--- config.mk ---
export PLATFORM = sky130hd
export DESIGN_NAME = uart_rx_ctrl
export DESIGN_NICKNAME = d
export VERILOG_FILES = /design/src/rtl/uart_rx_pkg.sv /design/src/rtl/uart_rx_edge_bit_cnt.sv /design/src/rtl/uart_rx_ctrl.sv
export SDC_FILE = /design/constraint.sdc
export NUM_CORES = 1
export LEC_CHECK = 0
export CORE_ASPECT_RATIO = 1.4
export CORE_MARGIN = 3
export CORE_UTILIZATION = 53
export CTS_BUF_LIST = sky130_fd_sc_hd__clkbuf_4 sky130_fd_sc_hd__clkbuf_8
export DETAILED_ROUTE_END_ITERATION = 10
export PLACE_DENSITY = 0.87
export SETUP_SLACK_MARGIN = 0.1
export SLEW_MARGIN = 20
export SYNTH_ARGS = -nofsm -noshare
export SYNTH_HDL_FRONTEND = slang
export SYNTH_HIERARCHICAL = 1
export SYNTH_SLANG_ARGS = --single-unit
--- constraint.sdc ---
create_clock -name clk -period 4.7 [get_ports clk]
set_input_delay 0.705 -clock clk [delete_from_list [all_inputs] [get_ports clk]]
set_output_delay 0.705 -clock clk [all_outputs]
set_load 0.1 [all_outputs]
--- src/rtl/uart_rx_pkg.sv ---
// Shared types and constants for the UART receiver control path.
package uart_rx_pkg;

  localparam int DATA_W_DEF     = 8;
  localparam int PRESCALE_W_DEF = 6;

  localparam int unsigned PRESC_8  = 8;
  localparam int unsigned PRESC_16 = 16;
  localparam int unsigned PRESC_32 = 32;

  localparam logic [2:0] ST_IDLE    = 3'd0;
  localparam logic [2:0] ST_START   = 3'd1;
  localparam logic [2:0] ST_DATA    = 3'd2;
  localparam logic [2:0] ST_PARITY  = 3'd3;
  localparam logic [2:0] ST_STOP    = 3'd4;
  localparam logic [2:0] ST_ERR_CHK = 3'd5;

  typedef enum logic [2:0] {
    IDLE    = ST_IDLE,
    START   = ST_START,
    DATA    = ST_DATA,
    PARITY  = ST_PARITY,
    STOP    = ST_STOP,
    ERR_CHK = ST_ERR_CHK
  } state_e;

  function automatic bit presc_legal(input int unsigned p);
    return (p == PRESC_8) || (p == PRESC_16) || (p == PRESC_32);
  endfunction

endpackage

--- src/rtl/uart_rx_edge_bit_cnt.sv ---
// Edge counter (clock index within a bit) and bit counter for the UART receiver.
module uart_rx_edge_bit_cnt
  import uart_rx_pkg::*;
#(
  parameter int PRESCALE_W = PRESCALE_W_DEF,
  parameter int BIT_W      = 4
) (
  input  logic                  clk,
  input  logic                  rst,
  input  logic                  en_i,
  input  logic                  clear_i,
  input  logic                  load1_i,
  input  logic [PRESCALE_W-1:0] prescale_i,
  output logic [PRESCALE_W-1:0] edge_cnt_o,
  output logic [BIT_W-1:0]      bit_cnt_o,
  output logic                  wrap_o
);

  logic [PRESCALE_W-1:0] edge_cnt_q, edge_cnt_d;
  logic [BIT_W-1:0]      bit_cnt_q, bit_cnt_d;

  assign wrap_o = (edge_cnt_q == (prescale_i - PRESCALE_W'(1)));

  // Clear beats load-1 beats counting; load-1 makes the start-detect cycle edge 0.
  always_comb begin
    edge_cnt_d = edge_cnt_q;
    bit_cnt_d  = bit_cnt_q;
    if (clear_i) begin
      edge_cnt_d = '0;
      bit_cnt_d  = '0;
    end else if (load1_i) begin
      edge_cnt_d = PRESCALE_W'(1);
      bit_cnt_d  = '0;
    end else if (en_i) begin
      if (wrap_o) begin
        edge_cnt_d = '0;
        bit_cnt_d  = bit_cnt_q + BIT_W'(1);
      end else begin
        edge_cnt_d = edge_cnt_q + PRESCALE_W'(1);
      end
    end
  end

  always_ff @(posedge clk or negedge rst) begin
    if (!rst) begin
      edge_cnt_q <= '0;
      bit_cnt_q  <= '0;
    end else begin
      edge_cnt_q <= edge_cnt_d;
      bit_cnt_q  <= bit_cnt_d;
    end
  end

  assign edge_cnt_o = edge_cnt_q;
  assign bit_cnt_o  = bit_cnt_q;

endmodule

--- src/rtl/uart_rx_ctrl.sv ---
// UART receiver sequencing FSM: start detection, bit timing, checker enables, frame qualification.
// Optional errored-frame counter enabled by defining UART_RX_ERR_CNT_EN.
module uart_rx_ctrl
  import uart_rx_pkg::*;
#(
  parameter int DATA_W     = DATA_W_DEF,
  parameter int PRESCALE_W = PRESCALE_W_DEF
) (
  input  logic                  clk,
  input  logic                  rst,
  input  logic                  rx_in,
  input  logic [PRESCALE_W-1:0] prescale,
  input  logic                  par_en,
  input  logic                  start_glitch,
  input  logic                  par_err,
  input  logic                  stop_err,
  output logic [PRESCALE_W-1:0] edge_cnt,
  output logic                  data_samp_en,
  output logic                  start_chk_en,
  output logic                  deser_en,
  output logic                  par_chk_en,
  output logic                  stop_chk_en,
  output logic                  data_valid,
  output logic [7:0]            err_cnt
);

  localparam int BIT_W = $clog2(DATA_W + 4);

  state_e                state_q, state_d;
  logic [PRESCALE_W-1:0] edge_cnt_w;
  logic [BIT_W-1:0]      bit_cnt_w;
  logic                  last_edge;
  logic                  cnt_en, cnt_clr, cnt_load1;
  logic                  data_valid_q, data_valid_d;
  logic                  frame_err;
  logic                  glitch_abort;

  assign frame_err    = stop_err | (par_en & par_err);
  assign cnt_en       = (state_q != IDLE);
  assign glitch_abort = start_glitch && (bit_cnt_w == BIT_W'(1)) && (edge_cnt_w == '0);

  uart_rx_edge_bit_cnt #(
    .PRESCALE_W (PRESCALE_W),
    .BIT_W      (BIT_W)
  ) u_cnt (
    .clk        (clk),
    .rst        (rst),
    .en_i       (cnt_en),
    .clear_i    (cnt_clr),
    .load1_i    (cnt_load1),
    .prescale_i (prescale),
    .edge_cnt_o (edge_cnt_w),
    .bit_cnt_o  (bit_cnt_w),
    .wrap_o     (last_edge)
  );

  always_comb begin
    state_d      = state_q;
    cnt_clr      = 1'b0;
    cnt_load1    = 1'b0;
    data_valid_d = 1'b0;
    case (state_q)
      IDLE: begin
        if (!rx_in) begin
          state_d   = START;
          cnt_load1 = 1'b1;
        end
      end
      START: begin
        if (last_edge) state_d = DATA;
      end
      DATA: begin
        // The start checker's verdict lands on edge 0 of the first data bit.
        if (glitch_abort) begin
          state_d = IDLE;
          cnt_clr = 1'b1;
        end else if (last_edge && (bit_cnt_w == BIT_W'(DATA_W))) begin
          state_d = par_en ? PARITY : STOP;
        end
      end
      PARITY: begin
        if (last_edge) state_d = STOP;
      end
      STOP: begin
        if (last_edge) state_d = ERR_CHK;
      end
      ERR_CHK: begin
        data_valid_d = ~frame_err;
        // A low line here is the next start bit, this cycle being its edge 0.
        if (!rx_in) begin
          state_d   = START;
          cnt_load1 = 1'b1;
        end else begin
          state_d = IDLE;
          cnt_clr = 1'b1;
        end
      end
      default: begin
        state_d = IDLE;
        cnt_clr = 1'b1;
      end
    endcase
  end

  always_ff @(posedge clk or negedge rst) begin
    if (!rst) begin
      state_q      <= IDLE;
      data_valid_q <= 1'b0;
    end else begin
      state_q      <= state_d;
      data_valid_q <= data_valid_d;
    end
  end

`ifdef UART_RX_ERR_CNT_EN
  logic [7:0] err_cnt_q, err_cnt_d;

  always_comb begin
    err_cnt_d = err_cnt_q;
    if ((state_q == ERR_CHK) && frame_err && (err_cnt_q != 8'hFF))
      err_cnt_d = err_cnt_q + 8'd1;
  end

  always_ff @(posedge clk or negedge rst) begin
    if (!rst) err_cnt_q <= 8'h00;
    else      err_cnt_q <= err_cnt_d;
  end

  assign err_cnt = err_cnt_q;
`else
  assign err_cnt = 8'h00;
`endif

  assign edge_cnt     = edge_cnt_w;
  assign data_samp_en = (state_q != IDLE);
  assign start_chk_en = (state_q == START)  && last_edge;
  assign deser_en     = (state_q == DATA)   && last_edge;
  assign par_chk_en   = (state_q == PARITY) && last_edge;
  assign stop_chk_en  = (state_q == STOP)   && last_edge;
  assign data_valid   = data_valid_q;

  a_presc_legal: assert property (@(posedge clk) disable iff (!rst)
    (state_q != IDLE) |-> presc_legal(32'(prescale)));

endmodule

-- Yosys cells after proc, flatten, opt, wreduce, memory -nomap -nowiden
Index checks and enable logic that the tools add are counted.
- register bits after elaboration: 14
- input port bits: 13
- output and inout port bits: 20
- word-level logic and storage cells: 62
- add/subtract/negate cells: 3
- equality and inequality tests: 13
- muxes and demuxes: 23
- bitwise operators: 3
- reductions and logical operators: 16
- operator list (cell ; number):
    $mux W6 ; 4
    $mux W3 ; 7
    $pmux W3 S6 ; 1
    $mux W4 ; 4
    $reduce_bool A3 Y1 ; 3
    $ne A2 B2 Y1 const B ; 4
    $logic_and A1 B1 Y1 ; 7
    $add A6 B1 Y6 const B ; 1
    $eq A3 B2 Y1 const B ; 2
    $eq A3 B3 Y1 const B ; 2
    $eq A6 B6 Y1 ; 1
    $logic_not A6 Y1 ; 1
    $mux W1 ; 6
    $sub A6 B1 Y6 const B ; 1
    $reduce_and A5 Y1 ; 1
    $add A4 B1 Y4 const B ; 1
    $eq A4 B1 Y1 const B ; 1
    $eq A4 B4 Y1 const B ; 1
    $reduce_or A4 Y1 ; 1
    $eq A3 B1 Y1 const B ; 1
    $logic_not A3 Y1 ; 1
    $ne A3 B3 Y1 const B ; 1
    $pmux W1 S3 ; 1
    $reduce_and A2 Y1 ; 1
    4 further kinds ; 4

-- Depth between registers and ports, before layout
Gate-level depths: netlist (run 1).
- depth after elaboration: 7
- mapped depth: 10
- gate-level depth less buffers: 10

-- By module
Netlist (run 1), hierarchy kept.
- by module, submodules not included (module ; times used ; cells each ; area each (µm²) ; sequential area each (µm²)):
    uart_rx_edge_bit_cnt ; 1 ; 79 ; 747.0 ; 250.2
    uart_rx_ctrl ; 1 ; 56 ; 434.2 ; 100.1

-- Least setup slack after synthesis (run 1)
No wires, ideal clock.
- path type: reg-to-output
- from: register u_cnt.edge_cnt_q[3] (netlist: u_cnt/edge_cnt_o[3])
- to: output par_chk_en
- arrival time: 4061 ps
- data required time: 3995 ps
- path slack: -66 ps
- cell stages (with the launch flop): 7
- path buffers: 0
- cell sequence: dfrtp_1 > xor2_1 > xnor2_1 > nand2_1 > nor3_4 > inv_1 > nor3_1
- word-level cells in the longest chain between the ends: 2
- RTL lines (item ; line ; source):
    start: declaration ; uart_rx_edge_bit_cnt.sv:19 ; logic [PRESCALE_W-1:0] edge_cnt_q, edge_cnt_d;
    start signal: assignment ; uart_rx_edge_bit_cnt.sv:49 ; edge_cnt_q <= edge_cnt_d;
    $eq A6 B6 Y1 ; uart_rx_edge_bit_cnt.sv:22 ; assign wrap_o = (edge_cnt_q == (prescale_i - PRESCALE_W'(1)));
    net last_edge ; uart_rx_ctrl.sv:32 ; logic last_edge;
    $logic_and A1 B1 Y1 ; uart_rx_ctrl.sv:138 ; assign par_chk_en = (state_q == PARITY) && last_edge;
    end: declaration ; uart_rx_ctrl.sv:21 ; output logic par_chk_en,
The timed path passes the listed nets, and every way through them passes these cells.

-- Worst setup path after layout (run 1)
- from: input prescale[0]
- to: output par_chk_en
- word-level cells in the longest chain between the ends: 3
- RTL lines (item ; line ; source):
    start: declaration ; uart_rx_ctrl.sv:12 ; input logic [PRESCALE_W-1:0] prescale,
    $sub A6 B1 Y6 ; uart_rx_edge_bit_cnt.sv:22 ;
    $eq A6 B6 Y1 ; uart_rx_edge_bit_cnt.sv:22 ;
    net last_edge ; uart_rx_ctrl.sv:32 ;
    $logic_and A1 B1 Y1 ; uart_rx_ctrl.sv:138 ;
The timed path passes the listed nets, and every way through them passes these cells.

==> results of run 1 <==
## metrics by stage
step                area (um^2)  hold slack (ns)
global route               1440            0.619
floorplan                  1210            0.409
CTS                        1440            0.598
detailed placement         1410            0.583
finish                     1440            0.588
global placement           1410            0.574
## layout make-up
cell class | count | area share, %
multi-input combinational | 107 | 51.4
sequential | 14 | 24.3
timing repair buffer | 24 | 17.7
clock buffer | 4 | 2.51
inverter | 9 | 2.34
tap | 21 | 1.82
## cells by family after synthesis
kind of cell / Yosys count / share of synthesized area (%)
muxes: 2 / 1.69
DFF: 14 / 29.7
adders and majority gates: 3 / 3.18
xor gates and xnor gates: 9 / 7.31
AOI/OAI and AO/OA: 31 / 19.4
other: 1 / 0.317
and+or+nand+nor: 54 / 28.7
buffers and inverters: 21 / 9.74
## synth_stat cells, types with 2 or more instances
| cell type | n | area share, % |
|---|---|---|
| o311ai_1 | 2 | 1.5 |
| nand2b_1 | 4 | 2.1 |
| nand3_1 | 8 | 3.4 |
| o21ai_0 | 6 | 2.5 |
| dfrtp_1 | 14 | 30 |
| nor3_1 | 6 | 2.5 |
| or3_1 | 4 | 2.1 |
| nand4_1 | 3 | 1.6 |
| a32oi_1 | 2 | 1.5 |
| inv_1 | 9 | 2.9 |
| nand2_1 | 7 | 2.2 |
| xnor2_1 | 5 | 3.7 |
| nor2_1 | 4 | 1.3 |
| a21oi_1 | 6 | 2.5 |
| ha_1 | 3 | 3.2 |
| nor3_4 | 2 | 2.8 |
| buf_4 | 9 | 5.7 |
| o41ai_1 | 3 | 2.2 |
| and3_1 | 4 | 2.1 |
| o32ai_1 | 2 | 1.5 |
| xor2_1 | 3 | 2.2 |
| nor4_1 | 2 | 1.1 |
| nor3b_1 | 2 | 1.3 |
| mux2i_1 | 2 | 1.7 |
## path summary, 6_finish.rpt
path / end / cells past startpoint
min: u_cnt/bit_cnt_o[1]$_DFFE_PN0P_ / 2
max reg2reg: u_cnt/edge_cnt_o[5]$_DFFE_PN0P_ / 9
min reg2reg: u_cnt/bit_cnt_o[1]$_DFFE_PN0P_ / 2
min in group asynchronous: u_cnt/bit_cnt_o[2]$_DFFE_PN0P_ / 1
max in group asynchronous: u_cnt/edge_cnt_o[4]$_DFFE_PN0P_ / 1
max: par_chk_en / 10
## state kept, by name (all words and copies together) (netlist names)
signal and cells:
u_cnt/edge_cnt_o 6, u_cnt/bit_cnt_o 4, state_q 3, data_valid 1
## worst max-delay path, stage by stage
cell	delay, ns
clkdlybuf4s50_1	0.59
inv_1	0.07
ha_1	0.23
nand2b_1	0.17
o211a_1	0.14
o31a_2	0.37
nor3_4	0.35
inv_1	0.13
nor3_1	0.33
buf_12	0.22
## report_power, final
part	leakage, nW	internal (mW)	switching (mW)
registers	0.185	0.150	0.0634
logic	0.403	0.156	0.347
clock network	0.0210	0.0471	0.0413
## routing by layer
layer	GRT usage [%]	routed length (um)	up-vias	part of all wire, %
met1	24.2	1120	554	38
met4	13.0	82	0	2.8
met5	0	0	-	0
met3	4.61	214	10	7.2
met2	42.1	1550	52	52
li1	-	-	535	-
==> metrics, run 1 <==
Final HPWL DP ~2200 um; first-iteration detailed-routing DRC count 44; DR WL/cell 16.6 um; Routed Antenna Nets 0; aggregate global-route resource usage 23.2%; grt total ovfl 0; fin. max-slew vios 0; # IOs 33; Die X-Extent between 40 and 50 um; CP startpoint prescale[0]; crit path launch type input port; setup ws final a little under 0.7 ns; most frequent standard cell in the layout excluding fill and tap cells clkdlybuf4s50_1; Starting Density 57.8%; MaxCap Viol Count 0; Die Y 61.9 um; Worst Max-Slew Pin Slew approximately 0.97 ns; hold buffers post-CTS 0; Final Power roughly 0.8 mW; clock transition at the registers of the reported paths around 0.090 ns; Clock Skews approximately 0.0069 ns; vias in the first global route approximately 1,100; largest net degree at the start of global routing 15; share of flip-flops with an asynchronous set or reset 100%; Setup violations, final 0; DR vias approximately 1,200; Yosys reg bits 14; ant diodes 0; DP Worst Slack between 0.7 and 0.8 ns; CTS root buf clkbuf_4; filler cell count in the final layout between 150 and 200; Sink Count 14; Final min period 4.02 ns; initial antenna violation count 0; Critical Path RT approximately 4.0 ns; RSZ-0062 raised after global routing false; VDD IR max around 0.00040 V; warnings from Yosys 6; Worst-Skew Late Latency about 0.28 ns; CP Max Fanout 9; # Post-CTS Setup Buffers 0; Post-synth top flop dfrtp_1; Arr. time, crit path around 3.3 ns; DP Cell Count between 150 and 200; most frequent cells in the layout clkdlybuf4s50_1, dfrtp_1, inv_1; synthesized instance count approximately 140; CTS Buffer Depth 2; Final period util a little under nine tenths; Setup CP Type input port to output pin; Leak ~0.61 nW; number of buffers created by CTS 3; area occupied by multi-input gates about 740 um^2; CTS tree built; share of layout cells above drive strength 1 between 10 and 15%; final weighted congestion of routability-driven global placement between 0.7 and 0.8; post-synthesis cell type count 47; Seq/Total Area, Yosys ~30%; Slew HR about a third; FP Rows 19; # H-tree levels 1; Non-Filler Instances roughly 180; r2r startpoint u_cnt/edge_cnt_o[0]$_DFFE_PN0P_; die footprint approximately 2800 um^2; crit path capture type output pin; Port Buffer Count 24; Avg Inst Size Synth 8.75 um^2; DR pass1 iterations 4; global-route wire length before repair 4840 um; Area Overhead vs Synth 22.2%; final core utilization a little over two thirds; Final TNS setup 0 ns; post-synth design cell area ~1200 um^2; Nets 175; post_cts resized 0; status finished clean; Tightest Hold Check Type flop to flop; area of the core just over 2000 um^2; final wirelength 2970 um; power density over the cells around 560 nW/um^2; Sequential cell area 350 um^2; hold path startpoint u_cnt/bit_cnt_o[1]$_DFFE_PN0P_; endpoints failing hold 0; FMAX roughly 0.25 GHz; vias per std cell 6.43; DRC violations left 0; Post-synth EDFFs 0; Worst R2R Setup Slack 1.69 ns
No activity file was read; power rests on OpenSTA's default activity.
==> run 2, diff against run 1 <==
CTS_CLUSTER_DIAMETER = 60   (was unset)
==> results of run 2 <==
The final DEF is identical to that of run 1; final timing and power are the same.
==> run 3, diff against run 2 <==
CORE_UTILIZATION = 49   (was 53)
CTS_CLUSTER_SIZE = 14   (was unset)
PLACE_DENSITY = 0.82   (was 0.87)
SLEW_MARGIN = unset   (was 20)
clock period = 4.5 ns   (was 4.7 ns; I/O delays follow)
==> metrics, run 3 (synthesis results as in run 1) <==
DR pass1 iterations 4 (unchanged); Routed Antenna Nets 0 (unchanged); Final TNS setup 0 ns (unchanged); RSZ-0062 raised after global routing false (unchanged); Die X-Extent 47.5 um (was 45.9 um); DR WL/cell 16.1 um (was 16.6 um); power density over the cells 578 nW/um^2 (was 557 nW/um^2); Reg2Reg Depth 8 (was 9); Critical Path RT 3.83 ns (was 3.99 ns); Sink Count 14 (unchanged); Final HPWL DP 2320 um (was 2240 um); CTS Buffer Depth 2 (unchanged); area of the core 2230 um^2 (was 2040 um^2); CTS root buf clkbuf_4 (unchanged); Final min period 3.90 ns; Tightest Hold Check Type flop to flop (unchanged); status finished clean (unchanged); initial antenna violation count 0 (unchanged); vias per std cell 6.19 (was 6.43); hold buffers post-CTS 0 (unchanged); Area Overhead vs Synth 24.0% (was 22.2%); Min-Delay Path Depth 2 (unchanged); Slowest-stage cell, CP clkdlybuf4s50_1 (unchanged); cell with the most instances on the worst path inv_1 (unchanged); final wirelength 2920 um (was 2970 um); Starting Density 53.0% (was 57.8%); endpoints failing hold 0 (unchanged); number of buffers created by CTS 3 (unchanged); CTS tree built (unchanged); # H-tree levels 1 (unchanged); post_cts resized 0 (unchanged); first-iteration detailed-routing DRC count 20 (was 44); Arr. time, crit path 3.23 ns (was 3.32 ns); Nets 176 (was 175); VDD IR max 0.000399 V (was 0.000400 V); MaxCap Viol Count 0 (unchanged); most frequent standard cell in the layout excluding fill and tap cells clkdlybuf4s50_1 (unchanged); Setup CP Type input port to output pin (unchanged); Slew HR 34.8% (was 35.2%); Final period util between 80 and 90%; Worst Path Buf+Inv 4 (unchanged); aggregate global-route resource usage 22.3% (was 23.2%); die footprint 3040 um^2 (was 2840 um^2); # Post-CTS Setup Buffers 0 (unchanged); critical path's top delay family buffers and inverters (unchanged); Clock Skews 0.00149 ns (was 0.00692 ns); # IOs 33 (unchanged); Die Y 64.1 um (was 61.9 um); CP cell instances clkdlybuf4s50_1, inv_1, ha_1, nand2b_1, o211a_1, o31a_2, nor3_4, inv_1, nor3_1, buf_12 (unchanged); CP Depth 10 (unchanged); crit path launch type input port (unchanged); crit path capture type output pin (unchanged); Setup violations, final 0 (unchanged); Final Power 0.847 mW (was 0.804 mW); Largest register FFs 6 (unchanged); vias in the first global route 1,173 (was 1,144); FMAX between 0.2 and 0.3 GHz; final weighted congestion of routability-driven global placement 0.826 (was 0.762); most frequent cells in the layout clkdlybuf4s50_1, dfrtp_1, inv_1 (unchanged); Worst-Skew Late Latency 0.29 ns (was 0.28 ns); share of layout cells above drive strength 1 11.3% (was 10.8%); clock transition at the registers of the reported paths 0.09 ns (about the same); Leak 0.617 nW (was 0.609 nW); Non-Filler Instances 181 (was 179); largest net degree at the start of global routing 15 (unchanged); DP Cell Count 177 (was 175); Worst path max stage delay 0.59 ns (about the same); Worst Max-Slew Pin Slew 0.975 ns (was 0.969 ns); ant diodes 0 (unchanged); FP Rows 20 (was 19); CP Max Fanout 9 (unchanged); Port Buffer Count 24 (unchanged); fin. max-slew vios 0 (unchanged); DRC violations left 0 (unchanged); global-route wire length before repair 4970 um (was 4840 um); grt total ovfl 0 (unchanged); DR vias 1,121 (was 1,151)
run 3: routing by layer:
metal  share of wire, %  GRT usage (%)
met3                4.3           3.38
met2                 55           39.6
met1                 37           22.6
met4                2.7           12.5
met5                  0              0
run 3: layout make-up:
cell class | count | area (um^2)
multi-input cells | 107 | 742
well taps | 22 | 27.5
repair buffers | 25 | 275
fillers | 189 | 762
flip-flops and latches | 14 | 350
inverters | 9 | 33.8
clock buffers | 4 | 36.3
run 3: metrics by stage:
stage	hold slack, ns	worst slack (ns)	util [%]	area, um^2
6_report	0.593	0.598	65.8	1470
5_1_grt	0.645	0.432	65.8	1470
4_1_cts	0.592	0.592	65.8	1470
3_5_place_dp	0.567	0.585	64.2	1430
3_3_place_gp	0.556	0.681	64.2	1430
2_1_floorplan	0.379	-0.236	-	1210
run 3: power by group:
group | switching (mW) | leakage, nW | total (mW) | internal, mW
Clock | 0.0435 | 0.0210 | 0.0928 | 0.0493
Combinational | 0.365 | 0.411 | 0.532 | 0.167
Sequential | 0.0655 | 0.185 | 0.222 | 0.157
Total | 0.474 | 0.617 | 0.847 | 0.373
run 3: final timing paths:
| path | startpoint | endpoint | slack, ns |
|---|---|---|---|
| min in group asynchronous | rst | data_valid$_DFF_PN0_ | 0.77 |
| max | prescale[0] | start_chk_en | 0.60 |
| min reg2reg | u_cnt/bit_cnt_o[3]$_DFFE_PN0P_ | u_cnt/bit_cnt_o[3]$_DFFE_PN0P_ | 0.59 |
| max in group asynchronous | rst | state_q[2]$_DFFE_PN0P_ | 3.34 |
| max reg2reg | u_cnt/edge_cnt_o[3]$_DFFE_PN0P_ | state_q[0]$_DFFE_PN0P_ | 1.77 |
| min | u_cnt/bit_cnt_o[3]$_DFFE_PN0P_ | u_cnt/bit_cnt_o[3]$_DFFE_PN0P_ | 0.59 |
run 3: tightest hold or removal path: cells and delay by family (launching register included):
kind	cells	cell delay, ns
AND/OR/NAND/NOR	1	0.11
AO/OA/AOI/OAI	1	0.06
flip-flops	1	0.39
